## config.mk

```make
export PLATFORM = sky130hd
export DESIGN_NAME = cw305_usb_bus_master
export DESIGN_NICKNAME = d
export VERILOG_FILES = /design/src/rtl/cw305_usb_bus_master.sv
export SDC_FILE = /design/constraint.sdc
export NUM_CORES = 1
export LEC_CHECK = 0
export CAP_MARGIN = 20
export CORE_UTILIZATION = 49
export DETAILED_ROUTE_END_ITERATION = 16
export HOLD_SLACK_MARGIN = 0.12
export PLACE_DENSITY = 0.83
export SETUP_SLACK_MARGIN = 0.15
export SYNTH_ARGS = -nofsm -noshare
export SYNTH_HDL_FRONTEND = slang
export SYNTH_SLANG_ARGS = --single-unit
```

## constraint.sdc

```tcl
create_clock -name usb_clk -period 4.8 [get_ports usb_clk]
set_input_delay 0.72 -clock usb_clk [delete_from_list [all_inputs] [get_ports usb_clk]]
set_output_delay 0.72 -clock usb_clk [all_outputs]
set_load 0.05 [all_outputs]
```

## src/rtl/cw305_usb_bus_master.sv

```systemverilog
// Bus initiator for the CW305 parallel USB register port: turns byte-burst commands into
// nCS/nRD/nWE cycles. Optional write-stall abort is compiled in with USB_MASTER_STALL_TIMEOUT_EN.
module cw305_usb_bus_master #(
    parameter int pADDR_WIDTH    = 21,
    parameter int pBYTECNT_SIZE  = 7,
    parameter int pLEN_WIDTH     = 8,
    parameter int pSETUP_CYCLES  = 2,
    parameter int pSTROBE_CYCLES = 3,
    parameter int pHOLD_CYCLES   = 1,
    parameter int pTIMEOUT       = 255
) (
    input  logic                   usb_clk,
    input  logic                   reset,
    input  logic                   I_cmd_valid,
    output logic                   O_cmd_ready,
    input  logic                   I_cmd_write,
    input  logic [pADDR_WIDTH-1:0] I_cmd_addr,
    input  logic [pLEN_WIDTH-1:0]  I_cmd_len,
    input  logic                   I_wr_valid,
    input  logic [7:0]             I_wr_data,
    output logic                   O_wr_ready,
    output logic                   O_rsp_valid,
    output logic [7:0]             O_rsp_data,
    output logic                   O_rsp_last,
    output logic                   O_busy,
    output logic                   O_error,
    output logic [pADDR_WIDTH-1:0] O_usb_addr,
    output logic [7:0]             O_usb_dout,
    output logic                   O_usb_drive,
    input  logic [7:0]             I_usb_din,
    output logic                   O_usb_ncs,
    output logic                   O_usb_nrd,
    output logic                   O_usb_nwe
);
    localparam int MAX_A   = (pSETUP_CYCLES > pSTROBE_CYCLES) ? pSETUP_CYCLES : pSTROBE_CYCLES;
    localparam int MAX_CYC = (MAX_A > pHOLD_CYCLES) ? MAX_A : pHOLD_CYCLES;
    localparam int CNT_W   = (MAX_CYC > 1) ? $clog2(MAX_CYC) : 1;

    typedef enum logic [1:0] {ST_IDLE, ST_SETUP, ST_STROBE, ST_HOLD} state_t;

    state_t                   state_q, state_d;
    logic                     write_q, write_d;
    logic [pADDR_WIDTH-1:0]   addr_q, addr_d;
    logic [pLEN_WIDTH-1:0]    remaining_q, remaining_d;
    logic [CNT_W-1:0]         cnt_q, cnt_d;
    logic                     have_beat_q, have_beat_d;
    logic                     cmd_ready_q, cmd_ready_d;
    logic                     wr_ready_q, wr_ready_d;
    logic                     rsp_valid_q, rsp_valid_d;
    logic [7:0]               rsp_data_q, rsp_data_d;
    logic                     rsp_last_q, rsp_last_d;
    logic                     busy_q, busy_d;
    logic [7:0]               dout_q, dout_d;
    logic                     drive_q, drive_d;
    logic                     ncs_q, ncs_d;
    logic                     nrd_q, nrd_d;
    logic                     nwe_q, nwe_d;
    logic                     beat_take;
    logic                     counting;
`ifdef USB_MASTER_STALL_TIMEOUT_EN
    localparam int STALL_W = (pTIMEOUT > 1) ? $clog2(pTIMEOUT) : 1;
    logic [STALL_W-1:0]       stall_q, stall_d;
    logic                     error_q, error_d;
`endif

    always_comb begin
        state_d     = state_q;
        write_d     = write_q;
        addr_d      = addr_q;
        remaining_d = remaining_q;
        cnt_d       = cnt_q;
        have_beat_d = have_beat_q;
        rsp_valid_d = 1'b0;
        rsp_data_d  = rsp_data_q;
        rsp_last_d  = 1'b0;
        dout_d      = dout_q;
        beat_take   = 1'b0;
        counting    = 1'b0;
`ifdef USB_MASTER_STALL_TIMEOUT_EN
        stall_d     = stall_q;
        error_d     = error_q;
`endif
        case (state_q)
            ST_IDLE: begin
                if (I_cmd_valid && cmd_ready_q) begin
                    state_d     = ST_SETUP;
                    write_d     = I_cmd_write;
                    addr_d      = I_cmd_addr;
                    remaining_d = I_cmd_len;
                    cnt_d       = '0;
                    have_beat_d = 1'b0;
`ifdef USB_MASTER_STALL_TIMEOUT_EN
                    stall_d     = '0;
`endif
                end
            end
            ST_SETUP: begin
                // A write only starts timing its setup once the data beat has arrived.
                beat_take = write_q && !have_beat_q && I_wr_valid && wr_ready_q;
                counting  = !write_q || have_beat_q || beat_take;
                if (beat_take) begin
                    dout_d      = I_wr_data;
                    have_beat_d = 1'b1;
                end
                if (counting) begin
                    if (cnt_q == CNT_W'(pSETUP_CYCLES - 1)) begin
                        cnt_d   = '0;
                        state_d = ST_STROBE;
                    end else begin
                        cnt_d = cnt_q + CNT_W'(1);
                    end
                end
`ifdef USB_MASTER_STALL_TIMEOUT_EN
                else if (stall_q == STALL_W'(pTIMEOUT - 1)) begin
                    state_d = ST_IDLE;
                    error_d = 1'b1;
                    stall_d = '0;
                end else begin
                    stall_d = stall_q + STALL_W'(1);
                end
`endif
            end
            ST_STROBE: begin
                if (cnt_q == CNT_W'(pSTROBE_CYCLES - 1)) begin
                    cnt_d   = '0;
                    state_d = ST_HOLD;
                    if (!write_q) begin
                        rsp_valid_d = 1'b1;
                        rsp_data_d  = I_usb_din;
                        rsp_last_d  = (remaining_q == '0);
                    end
                end else begin
                    cnt_d = cnt_q + CNT_W'(1);
                end
            end
            ST_HOLD: begin
                if (cnt_q == CNT_W'(pHOLD_CYCLES - 1)) begin
                    cnt_d = '0;
                    if (remaining_q == '0) begin
                        state_d = ST_IDLE;
                    end else begin
                        // Byte index wraps inside the register; the register select bits stay put.
                        state_d     = ST_SETUP;
                        remaining_d = remaining_q - pLEN_WIDTH'(1);
                        addr_d      = {addr_q[pADDR_WIDTH-1:pBYTECNT_SIZE],
                                       addr_q[pBYTECNT_SIZE-1:0] + pBYTECNT_SIZE'(1)};
                        have_beat_d = 1'b0;
`ifdef USB_MASTER_STALL_TIMEOUT_EN
                        stall_d     = '0;
`endif
                    end
                end else begin
                    cnt_d = cnt_q + CNT_W'(1);
                end
            end
            default: state_d = ST_IDLE;
        endcase

        cmd_ready_d = (state_d == ST_IDLE);
        busy_d      = (state_d != ST_IDLE);
        ncs_d       = (state_d == ST_IDLE);
        drive_d     = (state_d != ST_IDLE) && write_d;
        nwe_d       = !((state_d == ST_STROBE) && write_d);
        nrd_d       = !((state_d == ST_STROBE) && !write_d);
        wr_ready_d  = (state_d == ST_SETUP) && write_d && !have_beat_d;
    end

    always_ff @(posedge usb_clk or posedge reset) begin
        if (reset) begin
            state_q     <= ST_IDLE;
            write_q     <= 1'b0;
            addr_q      <= '0;
            remaining_q <= '0;
            cnt_q       <= '0;
            have_beat_q <= 1'b0;
            cmd_ready_q <= 1'b0;
            wr_ready_q  <= 1'b0;
            rsp_valid_q <= 1'b0;
            rsp_data_q  <= '0;
            rsp_last_q  <= 1'b0;
            busy_q      <= 1'b0;
            dout_q      <= '0;
            drive_q     <= 1'b0;
            ncs_q       <= 1'b1;
            nrd_q       <= 1'b1;
            nwe_q       <= 1'b1;
`ifdef USB_MASTER_STALL_TIMEOUT_EN
            stall_q     <= '0;
            error_q     <= 1'b0;
`endif
        end else begin
            state_q     <= state_d;
            write_q     <= write_d;
            addr_q      <= addr_d;
            remaining_q <= remaining_d;
            cnt_q       <= cnt_d;
            have_beat_q <= have_beat_d;
            cmd_ready_q <= cmd_ready_d;
            wr_ready_q  <= wr_ready_d;
            rsp_valid_q <= rsp_valid_d;
            rsp_data_q  <= rsp_data_d;
            rsp_last_q  <= rsp_last_d;
            busy_q      <= busy_d;
            dout_q      <= dout_d;
            drive_q     <= drive_d;
            ncs_q       <= ncs_d;
            nrd_q       <= nrd_d;
            nwe_q       <= nwe_d;
`ifdef USB_MASTER_STALL_TIMEOUT_EN
            stall_q     <= stall_d;
            error_q     <= error_d;
`endif
        end
    end

    assign O_cmd_ready = cmd_ready_q;
    assign O_wr_ready  = wr_ready_q;
    assign O_rsp_valid = rsp_valid_q;
    assign O_rsp_data  = rsp_data_q;
    assign O_rsp_last  = rsp_last_q;
    assign O_busy      = busy_q;
    assign O_usb_addr  = addr_q;
    assign O_usb_dout  = dout_q;
    assign O_usb_drive = drive_q;
    assign O_usb_ncs   = ncs_q;
    assign O_usb_nrd   = nrd_q;
    assign O_usb_nwe   = nwe_q;
`ifdef USB_MASTER_STALL_TIMEOUT_EN
    assign O_error     = error_q;
`else
    assign O_error     = 1'b0;
`endif
endmodule
```

==> flow_summary.ini <==
[clocking]
cts_setup_buffers = 0
cts_sinks = 60
clockBufferDepth = 2
clk_pin_slew_ps = 60
htree_levels = 3
cts_tree = built
clock-root-buffer = clkbuf_8
ctsResizeCount = 0
insertion_delay_ps = 340
cts_hold_buffers = 0
numCtsBuffers = 9

[drt]
drtAntennaViolNets = 0
top_layer_used = met4
wl_met2_microns = 3160
vias_per_cell = 5.47
drt-met1-wl_microns = 2800
routed-via-count = 2428
drc = 0
met3_length_microns = 562
routedWlPerCell_microns = 14.9
drt-initial-drc-count = 221
firstDrtPassIters = 4
drt-total-wl_microns = 6620

[power]
ir_worst_vdd_mv = 0.525
p_sw_mw = 1.44
p_clk_share_pct = 14.2
p_leak_nw = 1.79
comb_power_share_pct = 54.4
sw_frac_of_total_pct = 47.8
power.density_nw_per_um2 = 745
power.internal_mw = 1.57
total_power_mw = 3.01
seq_power_share_pct = 31.4

[global_route]
grt_pass1_vias = 2305
grt_overflow = 0
grt_max_degree = 61
antenna_found_initial = 0
gr-usage-all-layers_pct = 23.5
grt_pass1_wl_microns = 11200

[floorplanning]
start_util_pct = 51.2
die_w_microns = 78.3
core_sq_um = 5570
io_pins = 97
die_y_microns = 78.3
num_rows = 27
die-area_sq_um = 6130

[synth]
syn_area_sq_um = 2850
postSynthAreaPerCell_sq_um = 10.5
yosys_warnings = 0
synth_nets = 331
netlist_instances = 272
ys.flop_type = dfrtp_1
async_flop_share_pct = 100
ys_ff_latch = 60
synth_edf_count = 0
synth.yosys.seq_area_share_pct = 52.8
synthDistinctLibCells = 44

[run]
drv_cap = 0

[placed_design]
place_ws_ps = 1960
dp_hpwl_microns = 4520
place_congestion = 0.837
portBuffers = 95

[timing]
fin_ws_ps = 2420
setup_viol = 0
period_minus_slack_ps = 2380
finalMaxSlewViolations = 0
tns_ps = 0
max_slew_margin_pct = 49.2
tightest_slew_ps = 760
clock_skew_ps = 5.48
grt_setup_unrepaired = no
period_share_pct = 49.7
finalHoldViolCount = 0
fmax_mhz = 420

[critical_path]
worstReg2RegEnd = remaining_q[1]
critPathCaptureType = output port
crit_required_ps = 4080
critPathSlowestCell = clkdlybuf4s50_1
crit_fanout = 1
rr_worst_depth = 6
cp-start-kind = register
cp_cell_sequence = clkdlybuf4s50_1
timing.critical_path.max_delay_family = buffers and inverters
arrival_ps = 1660
r2r_start = cnt_q[0]
reg2reg_slack_ps = 2440
crit_path_max_incr_delay_ps = 810
critPathBufInv = 1
path_class = register to output port

[layout]
diodes = 0
layout.nets = 426
drive_above_1_share_pct = 12.6
syn2layout_area_growth_pct = 41.8
fillers = 414

[hold_path]
worstHoldStart = O_usb_addr[9]
hold_class = register to register
min_path_cells = 2
worstHoldEndpoint = O_usb_addr[9]

[run_status]
outcome = finished, final reports clean
## worst max path at each step
stage                startpoint              to  cells after the start
finish                O_usb_nwe       O_usb_nwe                      1
global route           cnt_q[0]  remaining_q[1]                      6
CTS                 I_cmd_valid  remaining_q[5]                      4
detailed placement  I_cmd_valid  remaining_q[5]                      4
global placement    I_cmd_valid  remaining_q[5]                      4
floorplan                 reset          O_busy                      1
## worst min-delay path: cells and delay by family, from the launching register on
family / cells / cell delay (ps)
DFF: 1 / 340
and+or+nand+nor: 2 / 110
## logic make-up after synthesis
| logic type | after synthesis | synth area share (%) |
|---|---|---|
| compound gates | 53 | 13.0 |
| fa+ha+maj | 9 | 3.95 |
| buf+inv | 28 | 4.34 |
| flops | 60 | 52.8 |
| mux | 19 | 7.55 |
| other cells | 1 | 0.132 |
| simple gates | 102 | 18.2 |
## routing by layer
metal	up-vias	global-route usage [%]
met5	-	0
met4	0	7.78
met3	10	7.33
met2	88	36.1
met1	1181	31.8
li1	1149	-
## synth_stat cells, types with 2 or more instances
library cell / instances / area [sq um]
a31oi_1: 4 / 25.0
mux2_2: 16 / 180
nand2_1: 56 / 210
nor2_1: 7 / 26.3
buf_2: 3 / 15.0
o2bb2ai_1: 6 / 52.6
nand2b_1: 5 / 31.3
and3_1: 3 / 18.8
nand3_1: 8 / 40.0
inv_1: 15 / 56.3
buf_4: 2 / 15.0
nor3_1: 5 / 25.0
a22oi_1: 6 / 45.0
a22o_1: 3 / 26.3
ha_1: 9 / 113
o22ai_1: 8 / 50.1
nor4_1: 3 / 18.8
dfrtp_1: 57 / 1430
dfstp_2: 3 / 78.8
a21oi_1: 8 / 40.0
and2_1: 3 / 18.8
o21ai_0: 7 / 35.0
nand4_1: 2 / 12.5
clkbuf_1: 7 / 26.3
mux2i_1: 2 / 20.0
a21oi_2: 2 / 17.5
o211ai_1: 5 / 37.5
## final cells by class
cell class / instances / area, sq um / share of cell area (%)
Clock inverter: 6 / 55.1 / 1.36
Clock buffer: 10 / 128 / 3.16
Timing Repair Buffer: 97 / 986 / 24.4
Sequential cell: 60 / 1510 / 37.2
Tap cell: 72 / 90.1 / 2.23
Inverter: 15 / 56.3 / 1.39
Multi-Input combinational cell: 184 / 1220 / 30.2
## power groups by stage
stage,Sequential [mW],Clock (mW),Combinational [mW]
2_1_floorplan,1.47,0,0.595
3_3_place_gp,0.940,0,1.59
3_5_place_dp,0.943,0,1.63
4_1_cts,0.942,0.438,1.64
5_1_grt,0.978,0.460,1.76
6_report,0.945,0.429,1.64
## through the flow
step	utilization [%]	hold WS, ps	instances	area [sq um]
finish	72.5	479	444	4040
global route	72.5	509	444	4040
CTS	72.0	482	443	4020
detailed placement	68.8	462	427	3830
global placement	68.8	459	427	3830
floorplan	-	516	272	2850
## flip-flops by register name, indices dropped and copies added (netlist names)
name	flops
O_busy	1
O_rsp_valid	1
O_rsp_last	1
O_usb_addr	21
cnt_q	2
O_wr_ready	1
O_usb_dout	8
O_usb_nwe	1
state_q	2
have_beat_q	1
O_usb_drive	1
O_rsp_data	8
O_cmd_ready	1
write_q	1
O_usb_nrd	1
O_usb_ncs	1
remaining_q	8
## cell usage in the layout (no fill, tap or decap), types with 4 or more instances in the layout
master            n
clkbuf_8          9
nor3_1            5
a22oi_1           6
ha_1              9
nand3_1           8
o21ai_0           7
a21oi_1           8
inv_1            14
o22ai_1           8
o211ai_1          5
nand2_1          56
mux2_2           16
nand2b_1          5
o2bb2ai_1         6
clkdlybuf4s50_1  95
dfrtp_1          57
nor2_1            7
clkinv_2          5
a31oi_1           4
No activity file was read; power rests on OpenSTA's default activity.
